===== src/rtl/alu_iter.sv =====
// rtl/alu_iter.sv - iterative ALU with single-cycle logic/arith ops and multi-cycle multiply/divide
//
// Ports:
//   clk       rising-edge clock
//   reset     synchronous active-high reset
//   start     request, sampled when not busy
//   op        operation code (latched with start)
//   a, b      operands (latched with start)
//   result    registered result, held until the next completion
//   zero, negative, carry, overflow   registered flags updated with result
//   dbz       divide-by-zero indication, updated with result
//   busy      high while a multiply/divide iterates
//   done      one-cycle pulse when result/flags update
module alu_iter #(
    parameter int WIDTH = 16
) (
    input  logic             clk,
    input  logic             reset,
    input  logic             start,
    input  logic [3:0]       op,
    input  logic [WIDTH-1:0] a,
    input  logic [WIDTH-1:0] b,
    output logic [WIDTH-1:0] result,
    output logic             zero,
    output logic             negative,
    output logic             carry,
    output logic             overflow,
    output logic             dbz,
    output logic             busy,
    output logic             done
);

    localparam int SHW   = $clog2(WIDTH);
    localparam int CNT_W = $clog2(WIDTH);

    localparam logic [3:0] OP_ADD  = 4'h0;
    localparam logic [3:0] OP_SUB  = 4'h1;
    localparam logic [3:0] OP_AND  = 4'h2;
    localparam logic [3:0] OP_OR   = 4'h3;
    localparam logic [3:0] OP_XOR  = 4'h4;
    localparam logic [3:0] OP_NOT  = 4'h5;
    localparam logic [3:0] OP_SLL  = 4'h6;
    localparam logic [3:0] OP_SRL  = 4'h7;
    localparam logic [3:0] OP_SRA  = 4'h8;
    localparam logic [3:0] OP_SLT  = 4'h9;
    localparam logic [3:0] OP_MUL  = 4'hA;
    localparam logic [3:0] OP_MULH = 4'hB;
    localparam logic [3:0] OP_DIV  = 4'hC;
    localparam logic [3:0] OP_REM  = 4'hD;
    localparam logic [3:0] OP_PASA = 4'hE;
    localparam logic [3:0] OP_PASB = 4'hF;

    typedef enum logic [1:0] {S_IDLE, S_ITER, S_DONE} state_t;

    state_t                 state_q, state_d;
    logic [CNT_W-1:0]       cnt_q, cnt_d;
    logic [3:0]             op_q, op_d;
    logic [WIDTH-1:0]       a_q, a_d;
    logic [WIDTH-1:0]       b_q, b_d;
    // Multiply: {partial high, remaining multiplier}. Divide: low half holds
    // the dividend bits being shifted out and the quotient bits shifted in.
    logic [2*WIDTH-1:0]     acc_q, acc_d;
    logic [WIDTH:0]         rem_q, rem_d;
    logic [WIDTH-1:0]       result_q, result_d;
    logic                   zero_q, zero_d;
    logic                   negative_q, negative_d;
    logic                   carry_q, carry_d;
    logic                   overflow_q, overflow_d;
    logic                   dbz_q, dbz_d;

    // Single-cycle datapath
    logic [WIDTH:0]         sum_ext, dif_ext;
    logic [SHW-1:0]         sh;
    logic [WIDTH-1:0]       sc_res;
    logic                   sc_c, sc_v;
    logic                   start_multi;

    always_comb begin
        sum_ext = {1'b0, a} + {1'b0, b};
        dif_ext = {1'b0, a} - {1'b0, b};
        sh      = b[SHW-1:0];
        sc_res  = '0;
        sc_c    = 1'b0;
        sc_v    = 1'b0;
        case (op)
            OP_ADD: begin
                sc_res = sum_ext[WIDTH-1:0];
                sc_c   = sum_ext[WIDTH];
                sc_v   = (a[WIDTH-1] == b[WIDTH-1]) && (sum_ext[WIDTH-1] != a[WIDTH-1]);
            end
            OP_SUB: begin
                sc_res = dif_ext[WIDTH-1:0];
                // Borrow out of the extended subtract; carry means no borrow.
                sc_c   = ~dif_ext[WIDTH];
                sc_v   = (a[WIDTH-1] != b[WIDTH-1]) && (dif_ext[WIDTH-1] != a[WIDTH-1]);
            end
            OP_AND:  sc_res = a & b;
            OP_OR:   sc_res = a | b;
            OP_XOR:  sc_res = a ^ b;
            OP_NOT:  sc_res = ~a;
            OP_SLL:  sc_res = a << sh;
            OP_SRL:  sc_res = a >> sh;
            OP_SRA:  sc_res = $signed(a) >>> sh;
            OP_SLT:  sc_res = {{(WIDTH-1){1'b0}}, ($signed(a) < $signed(b))};
            OP_PASA: sc_res = a;
            OP_PASB: sc_res = b;
            default: sc_res = '0;
        endcase
        start_multi = (op == OP_MUL) || (op == OP_MULH) || (op == OP_DIV) || (op == OP_REM);
    end

    // One iteration step
    logic [WIDTH:0]         mul_sum;
    logic [2*WIDTH-1:0]     mul_next;
    logic [WIDTH+1:0]       div_shift, div_diff;
    logic [WIDTH:0]         div_rem_next;
    logic [WIDTH-1:0]       div_quo_next;
    logic                   iter_mul;

    always_comb begin
        iter_mul = (op_q == OP_MUL) || (op_q == OP_MULH);
        mul_sum  = {1'b0, acc_q[2*WIDTH-1:WIDTH]} + (acc_q[0] ? {1'b0, a_q} : '0);
        mul_next = {mul_sum, acc_q[WIDTH-1:1]};
        // Restoring step: trial-subtract the divisor from the shifted
        // remainder; a negative trial keeps the shifted value.
        div_shift = {rem_q, acc_q[WIDTH-1]};
        div_diff  = div_shift - {2'b00, b_q};
        if (div_diff[WIDTH+1]) begin
            div_rem_next = div_shift[WIDTH:0];
        end else begin
            div_rem_next = div_diff[WIDTH:0];
        end
        div_quo_next = {acc_q[WIDTH-2:0], ~div_diff[WIDTH+1]};
    end

    // Next-state and register-input logic
    logic                   load;
    logic [WIDTH-1:0]       new_res;
    logic                   new_c, new_v, new_dbz;

    always_comb begin
        state_d    = state_q;
        cnt_d      = cnt_q;
        op_d       = op_q;
        a_d        = a_q;
        b_d        = b_q;
        acc_d      = acc_q;
        rem_d      = rem_q;
        result_d   = result_q;
        zero_d     = zero_q;
        negative_d = negative_q;
        carry_d    = carry_q;
        overflow_d = overflow_q;
        dbz_d      = dbz_q;
        load       = 1'b0;
        new_res    = '0;
        new_c      = 1'b0;
        new_v      = 1'b0;
        new_dbz    = 1'b0;

        case (state_q)
            S_ITER: begin
                if (iter_mul) begin
                    acc_d = mul_next;
                end else begin
                    acc_d = {acc_q[2*WIDTH-1:WIDTH], div_quo_next};
                    rem_d = div_rem_next;
                end
                if (cnt_q == CNT_W'(WIDTH-1)) begin
                    load    = 1'b1;
                    state_d = S_DONE;
                    if (iter_mul) begin
                        new_res = (op_q == OP_MUL) ? mul_next[WIDTH-1:0] : mul_next[2*WIDTH-1:WIDTH];
                        new_c   = |mul_next[2*WIDTH-1:WIDTH];
                    end else begin
                        new_res = (op_q == OP_DIV) ? div_quo_next : div_rem_next[WIDTH-1:0];
                        new_dbz = (b_q == '0);
                    end
                end else begin
                    cnt_d = cnt_q + CNT_W'(1);
                end
            end
            default: begin
                // IDLE and DONE accept a request identically.
                state_d = S_IDLE;
                if (start) begin
                    if (start_multi) begin
                        state_d = S_ITER;
                        cnt_d   = '0;
                        op_d    = op;
                        a_d     = a;
                        b_d     = b;
                        rem_d   = '0;
                        if ((op == OP_MUL) || (op == OP_MULH)) begin
                            acc_d = {{WIDTH{1'b0}}, b};
                        end else begin
                            acc_d = {{WIDTH{1'b0}}, a};
                        end
                    end else begin
                        state_d = S_DONE;
                        load    = 1'b1;
                        new_res = sc_res;
                        new_c   = sc_c;
                        new_v   = sc_v;
                    end
                end
            end
        endcase

        if (load) begin
            result_d   = new_res;
            zero_d     = (new_res == '0);
            negative_d = new_res[WIDTH-1];
            carry_d    = new_c;
            overflow_d = new_v;
            dbz_d      = new_dbz;
        end
    end

    always_ff @(posedge clk) begin
        if (reset) begin
            state_q    <= S_IDLE;
            cnt_q      <= '0;
            op_q       <= '0;
            a_q        <= '0;
            b_q        <= '0;
            acc_q      <= '0;
            rem_q      <= '0;
            result_q   <= '0;
            zero_q     <= 1'b0;
            negative_q <= 1'b0;
            carry_q    <= 1'b0;
            overflow_q <= 1'b0;
            dbz_q      <= 1'b0;
        end else begin
            state_q    <= state_d;
            cnt_q      <= cnt_d;
            op_q       <= op_d;
            a_q        <= a_d;
            b_q        <= b_d;
            acc_q      <= acc_d;
            rem_q      <= rem_d;
            result_q   <= result_d;
            zero_q     <= zero_d;
            negative_q <= negative_d;
            carry_q    <= carry_d;
            overflow_q <= overflow_d;
            dbz_q      <= dbz_d;
        end
    end

    // Output logic
    always_comb begin
        busy     = (state_q == S_ITER);
        done     = (state_q == S_DONE);
        result   = result_q;
        zero     = zero_q;
        negative = negative_q;
        carry    = carry_q;
        overflow = overflow_q;
        dbz      = dbz_q;
    end

endmodule


===== config.mk =====
export PLATFORM = sky130hd
export DESIGN_NAME = alu_iter
export DESIGN_NICKNAME = d
export VERILOG_FILES = /design/src/rtl/alu_iter.sv
export SDC_FILE = /design/constraint.sdc
export NUM_CORES = 1
export LEC_CHECK = 0
export ABC_CLOCK_PERIOD_IN_PS = 4900
export CORE_MARGIN = 5
export CORE_UTILIZATION = 62
export CTS_CLUSTER_SIZE = 10
export DETAILED_ROUTE_END_ITERATION = 7
export PLACE_DENSITY = 0.93
export SLEW_MARGIN = 20
export SYNTH_ARGS = -nofsm -noshare
export SYNTH_HDL_FRONTEND = slang
export SYNTH_SLANG_ARGS = --single-unit

===== constraint.sdc =====
create_clock -name clk -period 4.9 [get_ports clk]
set_input_delay 0.49 -clock clk [delete_from_list [all_inputs] [get_ports clk]]
set_output_delay 0.49 -clock clk [all_outputs]
set_load 0.02 [all_outputs]

# Yosys cells after proc, flatten, opt, wreduce, memory -nomap -nowiden
# Index checks and enable logic that the tools add are counted.
word_totals:
  reg_bits: 112
  input_bits: 39
  out_inout_bits: 23
  elab_cells: 120
classes:
  add_sub_neg: 5
  magnitude_cmp: 1
  n_eq_ne: 29
  shifts: 3
  mux: 44
  bitwise: 7
  reduce_logical: 17
ops:
  columns: ["operator", "n"]
  rows:
  - ["$pmux 16 s12", 1]
  - ["$mux 16", 9]
  - ["$mux 32", 4]
  - ["$mux 17", 5]
  - ["$eq 4x4->1 const B", 12]
  - ["$add 16x16->17", 2]
  - ["$logic_not 16->1", 2]
  - ["$sub 18x16->18", 1]
  - ["$sub 16x16->17", 1]
  - ["$and 16x16->16", 1]
  - ["$eq 4x3->1 const B", 4]
  - ["$lt 16x16->1", 1]
  - ["$mux 4", 4]
  - ["$not 16->16", 1]
  - ["$or 16x16->16", 1]
  - ["$reduce_or 16->1", 1]
  - ["$shl 16x4->16", 1]
  - ["$shr 16x4->16", 1]
  - ["$sshr 16x4->16", 1]
  - ["$xor 16x16->16", 1]
  - ["$mux 1", 15]
  - ["$reduce_and 3->1", 4]
  - ["$eq 4x2->1 const B", 2]
  - ["$mux 2", 4]
  - ["15 further kinds", 27]

# Depth between registers and ports, before layout
logic_depth:
  depth_word: 8
  mapped_depth: 17
  ltp_nobuf: 15

# Worst setup path after synthesis
# OpenSTA, ideal clock, no wires.
synth_timing:
  path_kind: "input to register"
  startpoint: "input port b[1]"
  endpoint: "register zero_q (netlist: zero)"
  setup_time_ps: 84
  t_arrival_ps: 3758
  required_ps: 4816
  path_slack_ps: 1058
  cell_stages: 15
  n_path_buf: 2
  path_cell_list: "buf_2 > inv_2 > buf_1 > ha_1 > nor2_1 > o311a_1 > nor4b_2 > nor3_1 > o21a_1 > nor4_1 > a41o_1 > and4_1 > nand4b_1 > or4b_1 > o31ai_2"
synth_via:
  elab_chain_cells: 6
  elab_cells_between_ends: 14
synth_rtl:
  columns: ["element", "line", "text"]
  rows:
  - ["start, declared", "22", "input logic [WIDTH-1:0] b,"]
  - ["$sub 16x16->17, or another cell as far along", "80", "dif_ext = {1'b0, a} - {1'b0, b};"]
  - ["$pmux 16 s12 *", "85", "case (op)"]
  - ["$mux 16 *", "187", "if (start_multi) begin"]
  - ["$mux 16 *", "186", "if (start) begin"]
  - ["$mux 16 *", "161", "case (state_q)"]
  - ["$logic_not 16->1 *", "212", "zero_d = (new_res == '0);"]
  - ["end signal, assigned", "244", "zero_q <= zero_d;"]
  - ["end, declared", "65", "logic zero_q, zero_d;"]
# Mark *: on every way between the ends. The rest lies on a longest branch, timed or not.
# A chain may end at the register's enable or synchronous reset.

# Worst setup path in the final report
layout_timing:
  startpoint: "register acc_q[0]"
  endpoint: "register zero_q (netlist: zero)"
layout_via:
  elab_chain_cells: 7
  elab_cells_between_ends: 8
layout_rtl:
  columns: ["element", "line", "text"]
  rows:
  - ["start, declared", "62", "logic [2*WIDTH-1:0] acc_q, acc_d;"]
  - ["start signal, assigned", "227", "acc_q <= '0;"]
  - ["start signal, assigned", "241", "acc_q <= acc_d;"]
  - ["$mux 16", "122", "mul_sum = {1'b0, acc_q[2*WIDTH-1:WIDTH]} + (acc_q[0] ? {1'b0, a_q} : '0);"]
  - ["$add 16x16->17", "122", null]
  - ["$mux 16", "173", "new_res = (op_q == OP_MUL) ? mul_next[WIDTH-1:0] : mul_next[2*WIDTH-1:WIDTH];"]
  - ["$mux 16 *", "172", "if (iter_mul) begin"]
  - ["$mux 16 *", "169", "if (cnt_q == CNT_W'(WIDTH-1)) begin"]
  - ["$mux 16 *", "161", null]
  - ["$logic_not 16->1 *", "212", null]
# Marked as above.

==> results.yml <==
status:
  outcome: "completed"
grt:
  gr-total-overflow: 0
  grt_pass1_vias: 12000
  use_met2: 0.596
  grtUsageMet3: 0.145
  grt_pass1_wl_um: 69800
  antenna_found_initial: 1
  grt_busiest_layer: "met2"
  grt.total_usage: 0.410
  grt_max_degree: 90
  gr-usage-met1: 0.561
floorplan:
  io_pins: 62
  die_area_sq_um: 21400
  fp.dieH_um: 146
  die_width_um: 146
  rows: 49
  initial_core_util: 0.635
  coreArea_sq_um: 18100
placement:
  place.gp.congestion: 1.15
  portBuffers: 61
  dp_hpwl_um: 34800
  dpl_cell_area_sq_um: 12600
  pre_cts_ws_ns: 0.269
yosys:
  yosys-top-cells-area: "dfxtp_1 19%, ha_1 9.4%, a21oi_1 7.6%"
  synth_flop_cell: "dfxtp_1"
  ys_types: 92
  synthSimpleGateAreaFrac: 0.229
  synth-seq-cells: 111
  synth_commonest_cells: "204 x nor2_1, 182 x nand2_1, 175 x a21oi_1"
  syn_inst: 1603
  synth_compound_area_frac: 0.309
  syn-num-nets: 1733
  synth_xor_area_frac: 0.0235
  async_flop_share: 0
  avgSynthCellArea_sq_um: 7.19
  synth_edf_count: 0
  synth_fa_ha_area_frac: 0.101
  synth_top_cell_area_share: 0.193
  synth_top_area_cell: "dfxtp_1"
  yosys_warnings: 0
  yosys-mux-area-fraction: 0.0739
  synth_top_family_by_area: "compound AO/OA/AOI/OAI gates"
  yosysMostFrequentCell: "nor2_1"
  syn_area_sq_um: 11500
  yosysSeqAreaShare: 0.193
final_layout:
  syn_to_final_growth_pct: 11.6
  fin_nets: 1765
  fill_cells: 1469
  drive_gt1_frac: 0.0841
  diodes: 0
  fin_area_sq_um: 12900
drt:
  viasPerCell: 7.10
  drc: 0
  drtAntennaViolNets: 0
  wl_um: 46100
  firstDrtPassIters: 8
  wl_per_cell_um: 24.7
  drt-initial-drc-count: 2541
  num_vias: 13300
timing:
  max-slew-margin-rel: 0.123
  whs_ns: 0.454
  worstMarginPinSlew_ns: 1.28
  finalSetupViolations: 0
  worst_slack_ns: 0.320
  fin_setup_tns_ns: 0
  period_needed_ns: 4.58
  drv_slew: 0
  worst_clock_skew_ns: 0.00745
  period_share: 0.935
  hold_violations: 0
  max_freq_mhz: 218
  rsz0062_at_grt: "false"
worst_setup_path:
  start_kind: "flip-flop"
  cp.required_ns: 5.18
  worstSetupEndpointType: "flip-flop"
  slowest_delay_ns: 0.50
  worstPathCellList: "and2_1 > ha_1 > fa_1 > a211oi_1 > o21ai_0 > a41oi_1 > o21bai_1 > a211oi_1 > xnor2_1 > nand3_1 > o211ai_1 > o31ai_1 > or4b_1 > o31ai_2"
  crit_slowest_cell: "or4b_1"
  cp_max_fo: 19
  cp.arrival_ns: 4.86
  path_class: "reg2reg"
  crit_top_cell: "a211oi_1"
cts:
  clk_latency_ns: 0.36
  clockBufferDepth: 2
  clk_pin_slew_worst_paths_ns: 0.08
  cts-buffers-inserted: 9
  cts_tree: "done"
  clock_sinks: 111
  ctsHoldBuffers: 0
  root_buffer: "clkbuf_16"
  post_cts_buffers: 0
  cts_resized: 0
  htree_levels: 3
run:
  cap_violations: 0
pwr:
  vdd_drop_max_mv: 0.216
  leakagePower_nw: 5.14
  p_per_area_nw_per_um2: 225
min_path:
  worstHoldPathType: "reg2reg"
[per-layer routing]
metal	wire length (um)	vias to the layer above
met2	18900	1013
met1	18200	6130
met5	8	-
met3	6850	171
met4	2110	2
li1	-	5962
[where the power goes]
| group | switching (W) | total [W] | internal, W | leakage, nW |
|---|---|---|---|---|
| Sequential | 0.0000368 | 0.000973 | 0.000936 | 0.901 |
| Clock | 0.000370 | 0.000780 | 0.000409 | 0.153 |
| Combinational | 0.000713 | 0.00115 | 0.000432 | 4.09 |
| Total | 0.00112 | 0.00290 | 0.00178 | 5.14 |
[layout by cell type (no fill, tap or decap), drive strengths merged, types with 17 or more instances in the layout]
master / count
inv: 78
buf: 84
a22oi: 30
ha: 87
nor2: 204
a31oi: 18
nor3: 36
mux2i: 45
a311oi: 20
a211oi: 44
xnor2: 21
nor2b: 17
clkdlybuf4s50: 58
o21ai: 63
and2: 23
nand2: 182
nand3: 30
a21oi: 175
dfxtp: 111
[registers in the layout (all words and copies together) (netlist names)]
| register | flops |
|---|---|
| result | 16 |
| cnt_q | 4 |
| op_q | 4 |
| acc_q | 32 |
| state_q | 2 |
| b_q | 16 |
| a_q | 16 |
| carry | 1 |
| dbz | 1 |
| zero | 1 |
| rem_q | 17 |
| overflow | 1 |
[metrics by stage]
stage | instances | utilization | total power, W
floorplan | 1603 | - | 0.00171
global placement | 1853 | 0.692 | 0.00207
detailed placement | 1853 | 0.692 | 0.00208
CTS | 1869 | 0.709 | 0.00284
global route | 1869 | 0.709 | 0.00299
finish | 1869 | 0.709 | 0.00290
[cell type report]
type	instances	area (sq um)	share of cell area
Tap cell	229	287	0.0223
Inverter	75	282	0.0219
Multi-Input combinational cell	1296	8520	0.662
Clock inverter	7	85.1	0.00661
Clock buffer	9	225	0.0175
Timing Repair Buffer	142	1240	0.0967
Sequential cell	111	2220	0.173
[final timing paths]
check            from  endpoint  slack [ns]  cells past startpoint
min           a_q[11]   a_q[11]        0.45                      2
max          acc_q[0]      zero        0.32                     14
min reg2reg   a_q[11]   a_q[11]        0.45                      2
max reg2reg  acc_q[0]      zero        0.32                     14
[cells by family (layout without fill, tap and decap cells)]
kind of cell	Yosys count	in the layout
fa+ha+maj	91	91
xor+xnor	31	31
buf+inv	196	233
mux	67	67
flops	111	111
simple gates	580	580
compound gates	527	527
[critical path, delay by kind of cell (launching register included)]
| kind | cells | cell delay [ns] |
|---|---|---|
| xor gates and xnor gates | 1 | 0.26 |
| AOI/OAI and AO/OA | 8 | 2.11 |
| adders and majority gates | 2 | 0.70 |
| DFF | 1 | 0.48 |
| and+or+nand+nor | 3 | 0.94 |
No activity file was read; power rests on OpenSTA's default activity.
